==> config.mk <==
export PLATFORM = sky130hd
export DESIGN_NAME = multicycle_ctrl_flat
export DESIGN_NICKNAME = d
export VERILOG_FILES = /design/src/rtl/mips_ctrl_pkg.sv /design/src/rtl/multicycle_ctrl_if.sv /design/src/rtl/alu_decoder.sv /design/src/rtl/multicycle_ctrl.sv /design/src/flat_wrapper.sv
export SDC_FILE = /design/constraint.sdc
export NUM_CORES = 1
export LEC_CHECK = 0
export CAP_MARGIN = 20
export CORE_UTILIZATION = 30
export CTS_CLUSTER_DIAMETER = 50
export DETAILED_ROUTE_END_ITERATION = 10
export SKIP_LAST_GASP = 1
export SLEW_MARGIN = 20
export SYNTH_ARGS = -nofsm -noshare
export SYNTH_HDL_FRONTEND = slang
export SYNTH_HIERARCHICAL = 1
export SYNTH_SLANG_ARGS = --single-unit
==> constraint.sdc <==
create_clock -name clk -period 2.7 [get_ports clk]
set_input_delay 0.54 -clock clk [delete_from_list [all_inputs] [get_ports clk]]
set_output_delay 0.54 -clock clk [all_outputs]
set_load 0.1 [all_outputs]
==> src/rtl/mips_ctrl_pkg.sv <==
// rtl/mips_ctrl_pkg.sv - shared types and encodings for multicycle_ctrl (S_TRAP exists only with OVERFLOW_TRAP_EN)
package mips_ctrl_pkg;

  typedef enum logic [3:0] {
    S_INIT, S_FETCH, S_DECODE, S_EXEC_R, S_EXEC_I, S_MEM_ADDR, S_MEM_RD,
    S_MEM_WR, S_WB_ALU, S_WB_MEM, S_BRANCH, S_JUMP
`ifdef OVERFLOW_TRAP_EN
    , S_TRAP
`endif
  } state_t;

  // Which ALU operation family the current state asks of the ALU decoder
  typedef enum logic [2:0] {CLS_NONE, CLS_R, CLS_I, CLS_MEM, CLS_BR} alu_cls_t;

  localparam logic [5:0] OP_RTYPE = 6'h00;
  localparam logic [5:0] OP_J     = 6'h02;
  localparam logic [5:0] OP_JAL   = 6'h03;
  localparam logic [5:0] OP_BEQ   = 6'h04;
  localparam logic [5:0] OP_BNE   = 6'h05;
  localparam logic [5:0] OP_ADDI  = 6'h08;
  localparam logic [5:0] OP_SLTI  = 6'h0A;
  localparam logic [5:0] OP_LW    = 6'h23;
  localparam logic [5:0] OP_SW    = 6'h2B;

  localparam logic [5:0] FN_ADD = 6'h20;
  localparam logic [5:0] FN_SUB = 6'h22;
  localparam logic [5:0] FN_AND = 6'h24;
  localparam logic [5:0] FN_OR  = 6'h25;
  localparam logic [5:0] FN_SLT = 6'h2A;

  localparam logic [2:0] ALU_AND = 3'b000;
  localparam logic [2:0] ALU_OR  = 3'b001;
  localparam logic [2:0] ALU_ADD = 3'b010;
  localparam logic [2:0] ALU_SUB = 3'b110;
  localparam logic [2:0] ALU_SLT = 3'b111;

  localparam logic [1:0] BR_PC4  = 2'b00;
  localparam logic [1:0] BR_BTA  = 2'b01;
  localparam logic [1:0] BR_JUMP = 2'b10;

  localparam logic [1:0] D2R_ALU = 2'b00;
  localparam logic [1:0] D2R_MEM = 2'b01;
  localparam logic [1:0] D2R_PC4 = 2'b10;

  function automatic logic op_legal(input logic [5:0] op);
    case (op)
      OP_RTYPE, OP_ADDI, OP_SLTI, OP_LW, OP_SW,
      OP_BEQ, OP_BNE, OP_J, OP_JAL: return 1'b1;
      default:                      return 1'b0;
    endcase
  endfunction

  // Signed-arithmetic instructions whose overflow may trap
  function automatic logic ovf_op(input logic [5:0] op, input logic [5:0] funct);
    return (op == OP_ADDI) ||
           ((op == OP_RTYPE) && ((funct == FN_ADD) || (funct == FN_SUB)));
  endfunction

endpackage

==> src/rtl/multicycle_ctrl_if.sv <==
// rtl/multicycle_ctrl_if.sv - controller <-> datapath/memory signal bundle
interface multicycle_ctrl_if #(parameter int CNT_W = 32);
  logic [5:0]       op;
  logic [5:0]       funct;
  logic             zero;
  logic             overflow;
  logic             mem_ack;
  logic             mem_req;
  logic             mem_we;
  logic             mem_sel_d;
  logic             IR_write;
  logic             PC_write;
  logic [1:0]       Branch;
  logic [2:0]       ALU_Control;
  logic             ALUSrc_B;
  logic             RegWrite;
  logic             RegDst;
  logic [1:0]       DatatoReg;
  logic             Jal;
  logic             illegal;
  logic [CNT_W-1:0] retired;

  modport master (
    input  op, funct, zero, overflow, mem_ack,
    output mem_req, mem_we, mem_sel_d, IR_write, PC_write, Branch, ALU_Control,
           ALUSrc_B, RegWrite, RegDst, DatatoReg, Jal, illegal, retired
  );

  modport slave (
    output op, funct, zero, overflow, mem_ack,
    input  mem_req, mem_we, mem_sel_d, IR_write, PC_write, Branch, ALU_Control,
           ALUSrc_B, RegWrite, RegDst, DatatoReg, Jal, illegal, retired
  );
endinterface

==> src/rtl/alu_decoder.sv <==
// rtl/alu_decoder.sv - ALU operation select from state class, opcode and funct
module alu_decoder
  import mips_ctrl_pkg::*;
(
  input  alu_cls_t   i_cls,
  input  logic [5:0] i_op,
  input  logic [5:0] i_funct,
  output logic [2:0] o_alu_ctrl,
  output logic       o_funct_illegal
);

  // Map the requesting state class to an ALU operation; unknown R-type funct is flagged
  always_comb begin
    o_alu_ctrl      = ALU_AND;
    o_funct_illegal = 1'b0;
    case (i_cls)
      CLS_R: begin
        case (i_funct)
          FN_ADD:  o_alu_ctrl = ALU_ADD;
          FN_SUB:  o_alu_ctrl = ALU_SUB;
          FN_AND:  o_alu_ctrl = ALU_AND;
          FN_OR:   o_alu_ctrl = ALU_OR;
          FN_SLT:  o_alu_ctrl = ALU_SLT;
          default: o_funct_illegal = 1'b1;
        endcase
      end
      CLS_I:   o_alu_ctrl = (i_op == OP_SLTI) ? ALU_SLT : ALU_ADD;
      CLS_MEM: o_alu_ctrl = ALU_ADD;
      CLS_BR:  o_alu_ctrl = ALU_SUB;
      default: o_alu_ctrl = ALU_AND;
    endcase
  end

endmodule

==> src/rtl/multicycle_ctrl.sv <==
// rtl/multicycle_ctrl.sv - multi-cycle MIPS control FSM; OVERFLOW_TRAP_EN adds the overflow TRAP state
module multicycle_ctrl
  import mips_ctrl_pkg::*;
#(
  parameter int CNT_W = 32
) (
  input logic               clk,
  input logic               rst,
  multicycle_ctrl_if.master bus
);

  state_t           r_state;
  logic [5:0]       r_op;
  logic [5:0]       r_funct;
  logic [CNT_W-1:0] r_retired;

  alu_cls_t   w_cls;
  logic [2:0] w_alu_ctrl;
  logic       w_funct_illegal;
  logic       w_ovf_trap;

`ifdef OVERFLOW_TRAP_EN
  assign w_ovf_trap = bus.overflow && ovf_op(r_op, r_funct);
`else
  logic w_unused_ovf;
  assign w_unused_ovf = bus.overflow;
  assign w_ovf_trap   = 1'b0;
`endif

  // ALU class requested by the current state
  always_comb begin
    w_cls = CLS_NONE;
    case (r_state)
      S_EXEC_R:   w_cls = CLS_R;
      S_EXEC_I:   w_cls = CLS_I;
      S_MEM_ADDR: w_cls = CLS_MEM;
      S_BRANCH:   w_cls = CLS_BR;
      default:    w_cls = CLS_NONE;
    endcase
  end

  alu_decoder u_alu_decoder (
    .i_cls           (w_cls),
    .i_op            (r_op),
    .i_funct         (r_funct),
    .o_alu_ctrl      (w_alu_ctrl),
    .o_funct_illegal (w_funct_illegal)
  );

  // State sequencing, opcode/funct capture at DECODE and retired-instruction count
  always_ff @(posedge clk) begin
    if (rst) begin
      r_state   <= S_INIT;
      r_op      <= '0;
      r_funct   <= '0;
      r_retired <= '0;
    end else begin
      case (r_state)
        S_INIT:  r_state <= S_FETCH;
        S_FETCH: if (bus.mem_ack) r_state <= S_DECODE;
        S_DECODE: begin
          r_op    <= bus.op;
          r_funct <= bus.funct;
          case (bus.op)
            OP_RTYPE:        r_state <= S_EXEC_R;
            OP_ADDI, OP_SLTI: r_state <= S_EXEC_I;
            OP_LW, OP_SW:    r_state <= S_MEM_ADDR;
            OP_BEQ, OP_BNE:  r_state <= S_BRANCH;
            OP_J, OP_JAL:    r_state <= S_JUMP;
            default:         r_state <= S_FETCH;
          endcase
        end
        S_EXEC_R: begin
          if (w_funct_illegal) r_state <= S_FETCH;
`ifdef OVERFLOW_TRAP_EN
          else if (w_ovf_trap) r_state <= S_TRAP;
`endif
          else                 r_state <= S_WB_ALU;
        end
        S_EXEC_I: begin
`ifdef OVERFLOW_TRAP_EN
          if (w_ovf_trap) r_state <= S_TRAP;
          else            r_state <= S_WB_ALU;
`else
          r_state <= S_WB_ALU;
`endif
        end
        S_MEM_ADDR: r_state <= (r_op == OP_LW) ? S_MEM_RD : S_MEM_WR;
        S_MEM_RD:   if (bus.mem_ack) r_state <= S_WB_MEM;
        S_MEM_WR: begin
          if (bus.mem_ack) begin
            r_state   <= S_FETCH;
            r_retired <= r_retired + CNT_W'(1);
          end
        end
        S_WB_ALU, S_WB_MEM, S_BRANCH, S_JUMP: begin
          r_state   <= S_FETCH;
          r_retired <= r_retired + CNT_W'(1);
        end
`ifdef OVERFLOW_TRAP_EN
        S_TRAP: r_state <= S_FETCH;
`endif
        default: r_state <= S_INIT;
      endcase
    end
  end

  // Moore decode of datapath controls; FETCH ack strobes and branch PC_write follow their inputs
  always_comb begin
    bus.mem_req   = 1'b0;
    bus.mem_we    = 1'b0;
    bus.mem_sel_d = 1'b0;
    bus.IR_write  = 1'b0;
    bus.PC_write  = 1'b0;
    bus.Branch    = BR_PC4;
    bus.ALUSrc_B  = 1'b0;
    bus.RegWrite  = 1'b0;
    bus.RegDst    = 1'b0;
    bus.DatatoReg = D2R_ALU;
    bus.Jal       = 1'b0;
    bus.illegal   = 1'b0;
    case (r_state)
      S_FETCH: begin
        bus.mem_req  = 1'b1;
        bus.IR_write = bus.mem_ack;
        bus.PC_write = bus.mem_ack;
      end
      S_DECODE: bus.illegal = !op_legal(bus.op);
      S_EXEC_R: begin
        bus.RegDst  = 1'b1;
        bus.illegal = w_funct_illegal;
      end
      S_EXEC_I, S_MEM_ADDR: bus.ALUSrc_B = 1'b1;
      S_MEM_RD: begin
        bus.mem_req   = 1'b1;
        bus.mem_sel_d = 1'b1;
      end
      S_MEM_WR: begin
        bus.mem_req   = 1'b1;
        bus.mem_we    = 1'b1;
        bus.mem_sel_d = 1'b1;
      end
      S_WB_ALU: begin
        bus.RegWrite = 1'b1;
        bus.RegDst   = (r_op == OP_RTYPE);
      end
      S_WB_MEM: begin
        bus.RegWrite  = 1'b1;
        bus.DatatoReg = D2R_MEM;
      end
      S_BRANCH: begin
        bus.Branch   = BR_BTA;
        bus.PC_write = (r_op == OP_BEQ) ? bus.zero : !bus.zero;
      end
      S_JUMP: begin
        bus.Branch   = BR_JUMP;
        bus.PC_write = 1'b1;
        if (r_op == OP_JAL) begin
          bus.Jal       = 1'b1;
          bus.RegWrite  = 1'b1;
          bus.DatatoReg = D2R_PC4;
        end
      end
`ifdef OVERFLOW_TRAP_EN
      S_TRAP: bus.illegal = 1'b1;
`endif
      default: bus.mem_req = 1'b0;
    endcase
  end

  assign bus.ALU_Control = w_alu_ctrl;
  assign bus.retired     = r_retired;

endmodule

==> src/flat_wrapper.sv <==
// flat-port wrapper written by rule: the top's interface ports become plain ports
module multicycle_ctrl_flat import mips_ctrl_pkg::*;
#(
  parameter int CNT_W = 32
)
  (clk, rst, bus_op, bus_funct, bus_zero, bus_overflow, bus_mem_ack, bus_mem_req, bus_mem_we, bus_mem_sel_d, bus_IR_write, bus_PC_write, bus_Branch, bus_ALU_Control, bus_ALUSrc_B, bus_RegWrite, bus_RegDst, bus_DatatoReg, bus_Jal, bus_illegal, bus_retired);
  multicycle_ctrl_if #(.CNT_W(CNT_W)) bus_i ();
  input logic clk;
  input logic rst;
  input wire logic [$bits(bus_i.op)-1:0] bus_op;
  input wire logic [$bits(bus_i.funct)-1:0] bus_funct;
  input wire logic [$bits(bus_i.zero)-1:0] bus_zero;
  input wire logic [$bits(bus_i.overflow)-1:0] bus_overflow;
  input wire logic [$bits(bus_i.mem_ack)-1:0] bus_mem_ack;
  output wire logic [$bits(bus_i.mem_req)-1:0] bus_mem_req;
  output wire logic [$bits(bus_i.mem_we)-1:0] bus_mem_we;
  output wire logic [$bits(bus_i.mem_sel_d)-1:0] bus_mem_sel_d;
  output wire logic [$bits(bus_i.IR_write)-1:0] bus_IR_write;
  output wire logic [$bits(bus_i.PC_write)-1:0] bus_PC_write;
  output wire logic [$bits(bus_i.Branch)-1:0] bus_Branch;
  output wire logic [$bits(bus_i.ALU_Control)-1:0] bus_ALU_Control;
  output wire logic [$bits(bus_i.ALUSrc_B)-1:0] bus_ALUSrc_B;
  output wire logic [$bits(bus_i.RegWrite)-1:0] bus_RegWrite;
  output wire logic [$bits(bus_i.RegDst)-1:0] bus_RegDst;
  output wire logic [$bits(bus_i.DatatoReg)-1:0] bus_DatatoReg;
  output wire logic [$bits(bus_i.Jal)-1:0] bus_Jal;
  output wire logic [$bits(bus_i.illegal)-1:0] bus_illegal;
  output wire logic [$bits(bus_i.retired)-1:0] bus_retired;
  assign bus_i.op = bus_op;
  assign bus_i.funct = bus_funct;
  assign bus_i.zero = bus_zero;
  assign bus_i.overflow = bus_overflow;
  assign bus_i.mem_ack = bus_mem_ack;
  assign bus_mem_req = bus_i.mem_req;
  assign bus_mem_we = bus_i.mem_we;
  assign bus_mem_sel_d = bus_i.mem_sel_d;
  assign bus_IR_write = bus_i.IR_write;
  assign bus_PC_write = bus_i.PC_write;
  assign bus_Branch = bus_i.Branch;
  assign bus_ALU_Control = bus_i.ALU_Control;
  assign bus_ALUSrc_B = bus_i.ALUSrc_B;
  assign bus_RegWrite = bus_i.RegWrite;
  assign bus_RegDst = bus_i.RegDst;
  assign bus_DatatoReg = bus_i.DatatoReg;
  assign bus_Jal = bus_i.Jal;
  assign bus_illegal = bus_i.illegal;
  assign bus_retired = bus_i.retired;
  multicycle_ctrl #(.CNT_W(CNT_W)) u_core (.clk(clk), .rst(rst), .bus(bus_i));
endmodule
==> Word level (Yosys, flattened, before mapping) <==
Cells that the tools add are included.
{ "totals": {"ff_bits": 48, "inputBits": 17, "output_inout_bits": 49, "wordCells": 92} }
{ "op_classes": {"addsub": 1, "n_eq_ne": 35, "n_mux": 32, "reduce_logical": 20} }
{ "ops": {"columns": ["operator", "n"], "rows": [
  ["32-bit case mux with 2 select lines", 1],
  ["6-bit == test (second input constant)", 8],
  ["3-bit case mux with 4 select lines", 3],
  ["32-bit by 1-bit adder with 32-bit output (second input constant)", 1],
  ["32-bit 2-to-1 mux", 1],
  ["4-bit case mux with 8 select lines", 1],
  ["4-bit case mux with 5 select lines", 1],
  ["6-bit by 2-bit == test with 1-bit output (second input constant)", 3],
  ["6-bit by 3-bit == test with 1-bit output (second input constant)", 3],
  ["6-bit by 4-bit == test with 1-bit output (second input constant)", 3],
  ["4-bit by 3-bit == test with 1-bit output (second input constant)", 4],
  ["4-bit == test (second input constant)", 4],
  ["4-bit 2-to-1 mux", 4],
  ["2-bit OR reduction", 7],
  ["1-bit 2-to-1 mux", 13],
  ["6-bit zero test", 2],
  ["5-bit OR reduction", 2],
  ["9-bit OR reduction", 1],
  ["4-bit by 2-bit == test with 1-bit output (second input constant)", 2],
  ["2-bit case mux with 2 select lines", 2],
  ["3-bit by 2-bit == test with 1-bit output (second input constant)", 2],
  ["2-bit != test (second input constant)", 3],
  ["1-bit case mux with 2 select lines", 3],
  ["4-bit by 1-bit == test with 1-bit output (second input constant)", 1],
  ["12 further kinds", 13]
]} }

==> Logic depth before layout (Yosys ltp) <==
{ "logic_depth": {"ltp_word": 6, "depth_mapped": 9, "mapped_depth_nobuf": 7} }

==> Cells and area by module <==
The synthesis kept the hierarchy.
{ "by_module_without_submodules": {"columns": ["module", "instances", "cells_per_inst", "area_per_inst_um2", "seq_area_each_um2"], "rows": [
  ["multicycle_ctrl", 1, 312, 2454.9, 960.9],
  ["alu_decoder", 1, 20, 136.4, 0.0]
]} }

==> Worst setup path before layout <==
No wires, ideal clock.
{ "synth_path": {"path_type": "reg-to-output", "start": "register u_core.r_state[1]", "end": "output port bus_DatatoReg[1]", "arrival_time_ns": 3.928, "slack_ns": -1.768, "stages_incl_launch_ff": 5, "path_cell_list": "dfxtp_1 > clkbuf_1 > clkbuf_1 > nand2_1 > nor4_1"} }
{ "synth_between": {"elab_chain_cells": 2} }
{ "synth_rtl": {"columns": ["element", "line", "text"], "rows": [
  ["start: declaration", "multicycle_ctrl.sv:12", "state_t r_state;"],
  ["start signal: assignment", "multicycle_ctrl.sv:88", "S_MEM_ADDR: r_state <= (r_op == OP_LW) ? S_MEM_RD : S_MEM_WR;"],
  ["4-bit == test", "multicycle_ctrl.sv:122", "case (r_state)"],
  ["2-bit case mux with 2 select lines *", "multicycle_ctrl.sv:122", null],
  ["end: declaration", "flat_wrapper.sv:25", "output wire logic [$bits(bus_i.DatatoReg)-1:0] bus_DatatoReg;"]
]} }
Mark *: on every way between the ends. The rest lies on a longest branch, timed or not.

==> Worst setup path after layout <==
{ "layout_path": {"start": "input port bus_op[1]", "end": "register u_core.r_state[2]"} }
{ "layout_between": {"elab_chain_cells": 4} }
{ "layout_rtl": {"columns": ["element", "line", "text"], "rows": [
  ["start: declaration", "flat_wrapper.sv:10", "input wire logic [$bits(bus_i.op)-1:0] bus_op;"],
  ["6-bit by 2-bit == test with 1-bit output (tied with other cells)", "multicycle_ctrl.sv:64", "case (bus.op)"],
  ["2-bit OR reduction", "multicycle_ctrl.sv:64", null],
  ["4-bit case mux with 5 select lines *", "multicycle_ctrl.sv:64", null],
  ["4-bit case mux with 8 select lines *", "multicycle_ctrl.sv:58", "case (r_state)"]
]} }
Marks and branches as above.
A chain may end at the register's enable or synchronous reset.

==> impl_results.md <==
- Worst EP arrival: 2780 ps
- Synth Register Bits: 48
- Dpl hpwl: roughly 5 mm
- Sequential cell area fraction in the yosys report: a little under two fifths
- Net count, final: 435
- WL/cell: around 13 um
- Clock Tree Root: clkbuf_8
- Clock Sinks: 48
- Status: complete, no violations
- Setup tns final: 0 ps
- Via Count: ~2600
- Setup violators final: 0
- Final Util: 45.5%
- Final WL: approximately 7 mm
- Min cycle time layout: approximately 2600 ps
- Worst min path class: flip-flop to flip-flop
- Fin crit share: a little over nine tenths
- Most used DFF post-synth: dfxtp_1
- Fin worst setup slack: 86.6 ps
- Grt total ovfl: 0
- Initial antenna violation count: 0
- Layout overhead on the synthesized area: 45.7%
- Chip Width: approximately 95 um
- Total power: between 1 and 1.5 mW
- Cell row count: 33
- Largest net degree at the start of global routing: 48
- Die Y: 94.9 um
- GPL Wtd Cong: approximately 0.8
- Design area: 3770 um^2
- DR pass1 iterations: 4
- All-layer global routing usage: between 10% and 20%
- CTS tree: built
- Placed Cells: 504
- Cell Area, Placed: between 3000 and 4000 um^2
- CP most frequent cell: buf_4
- Core area: roughly 8300 um^2
- Commonest non-fill, non-tap cell in the layout: buf_4
- I/O pins: 66
- Slew HR: 66.0%
- WHS Path Cells: 2
- First-pass GRT wire length: ~12 mm
- Mapped Area: around 2600 um^2
- Non-Filler Instances: about 520
- First-iteration detailed-routing DRC count: between 100 and 150
- Antenna diode count: 0
- Most frequent cells in the layout: buf_4 (63), dfxtp_1 (48), nor2_1 (46), nand2_1 (43), xor2_1 (27)
- Worst-path clk slew: 90 ps
- Pwr/cell area: roughly 390 nW/um^2
- Antenna-violating nets left: 0
- Cell Chain, Critical Path: clkdlybuf4s50_1 -> nand3_1 -> a211oi_4 -> buf_4 -> buf_4 -> buf_4 -> buf_4 -> buf_4 -> buf_4 -> buf_4 -> buf_4 -> buf_4 -> buf_4 -> buf_4 -> nand2_1 -> a211oi_2
- Ys Warns: 6
- Fraction of registers with async set/reset: 0%
- Maxcap violations: 0
- Critical path capture point type: flip-flop
- Worst-skew pair later-pin latency: 300 ps
- Max H-tree Level: 2
- CP Class: primary input to flip-flop
- Leak: around 1.5 nW
- Syn_area_per_cell: between 7 and 8 um^2
- Cts hold-fix bufs: 0
- Hold Slack: 452 ps
- Worst path max stage delay: roughly 510 ps
- Pre-CTS WS: -215 ps
- Reg2Reg Depth: 6
- Fin. max-slew vios: 0
- Critical Path Start Type: primary input
- Maximum clock path buffer count: 2
- Max FO, Critical Path: 5
- Syn nets: 350
- Port bufs: between 60 and 70
- Vias per std cell: just under 5
- Share of cells above drive strength 1: between 20% and 30%
- Drt drc: 0
- Initial Utilization: 31.2%
- Maximum vdd drop: between 0.15 and 0.2 mV
- Synth unique cells: 50
- Total die area: 9010 um^2
- CP Data Required Time: around 2900 ps
- EDFF count, synth: 0
- Cells after Synth: about 330
- Measured slew at the worst slew-check pin: just over 500 ps
- Clock Skew: ~12 ps
- Final Hold Viols: 0
- Max Clk Rate: 383 MHz
- Slowest-stage cell, CP: clkdlybuf4s50_1
- Inserted Clock Buffers: 5
- Vias in the first global route: approximately 2500
- Unrepaired setup endpoints after global routing: yes
-- area by class of cell --
cell class | count | area, um^2
Clock inverter | 1 | 7.51
Tap cell | 105 | 131
Inverter | 6 | 22.5
Timing Repair Buffer | 95 | 967
Multi-Input combinational cell | 261 | 1600
Fill cell | 814 | 4520
Sequential cell | 48 | 961
Clock buffer | 7 | 86.3
-- worst max-delay path: cells and delay by family --
family | cells | cell delay [ps]
AO/OA/AOI/OAI | 2 | 150
buffers and inverters | 12 | 1850
AND/OR/NAND/NOR | 2 | 260
-- cell usage after synthesis (all sizes together) (7+ instances only) --
master  count  share of area (%)
nor3       10                2.1
a21oi      18                3.5
nand2      44                6.5
nor2       47                6.8
nand4      16                4.1
xor2       27                9.1
clkbuf     12                1.7
nand3      18                3.5
dfxtp      48                 37
o21ai       9                1.7
and3        7                1.7
nor2b       8                1.9
-- cells by family (layout without fill, tap and decap cells) --
family / after synthesis / count (layout) / share of synthesized area [%]
compound gates: 47 / 47 / 11.4
mux: 2 / 2 / 0.773
flops: 48 / 48 / 37.1
buf+inv: 23 / 109 / 3.62
xor+xnor: 32 / 32 / 10.8
simple gates: 179 / 179 / 35.8
fa+ha+maj: 1 / 1 / 0.483
-- where the power goes --
part           switching (mW)  leakage, nW  internal, mW  total (mW)
logic                   0.163         1.04         0.104       0.267
registers              0.0192        0.387         0.719       0.738
clock network           0.240       0.0445         0.209       0.449
-- state kept, by name, summed over array words and instances (netlist names) --
| register | cells |
|---|---|
| u_core/bus.retired | 32 |
| u_core/r_op | 6 |
| u_core/r_funct | 6 |
| u_core/r_state | 4 |
-- metal layers --
layer  global-route usage (%)  up-vias  share of wire, %
li1                         -     1331                 -
met1                     22.4     1201                48
met2                     26.6       41                47
met3                     3.30        9               2.7
met4                     5.56        0               1.5
met5                        0        -                 0
-- path summary, 6_finish.rpt --
check	startpoint	endpoint	slack, ps
setup reg to reg	u_core/r_state[1]$_SDFFE_PP0P_	u_core/bus.retired[31]$_SDFFE_PP0P_	660
hold / removal	u_core/r_funct[5]$_SDFFE_PP0P_	u_core/r_funct[5]$_SDFFE_PP0P_	450
setup / recovery	bus_op[1]	u_core/r_state[2]$_SDFFE_PP0P_	90
hold reg to reg	u_core/r_funct[5]$_SDFFE_PP0P_	u_core/r_funct[5]$_SDFFE_PP0P_	450
-- what timing repair did --
item / in CTS / in global routing
endpoints found under the setup margin: 1 / 4
buffers inserted: 11 / 0
pin swaps: 3 / 1
gates resized for setup: 6 / 4
Power figures use the tool's default switching activity.
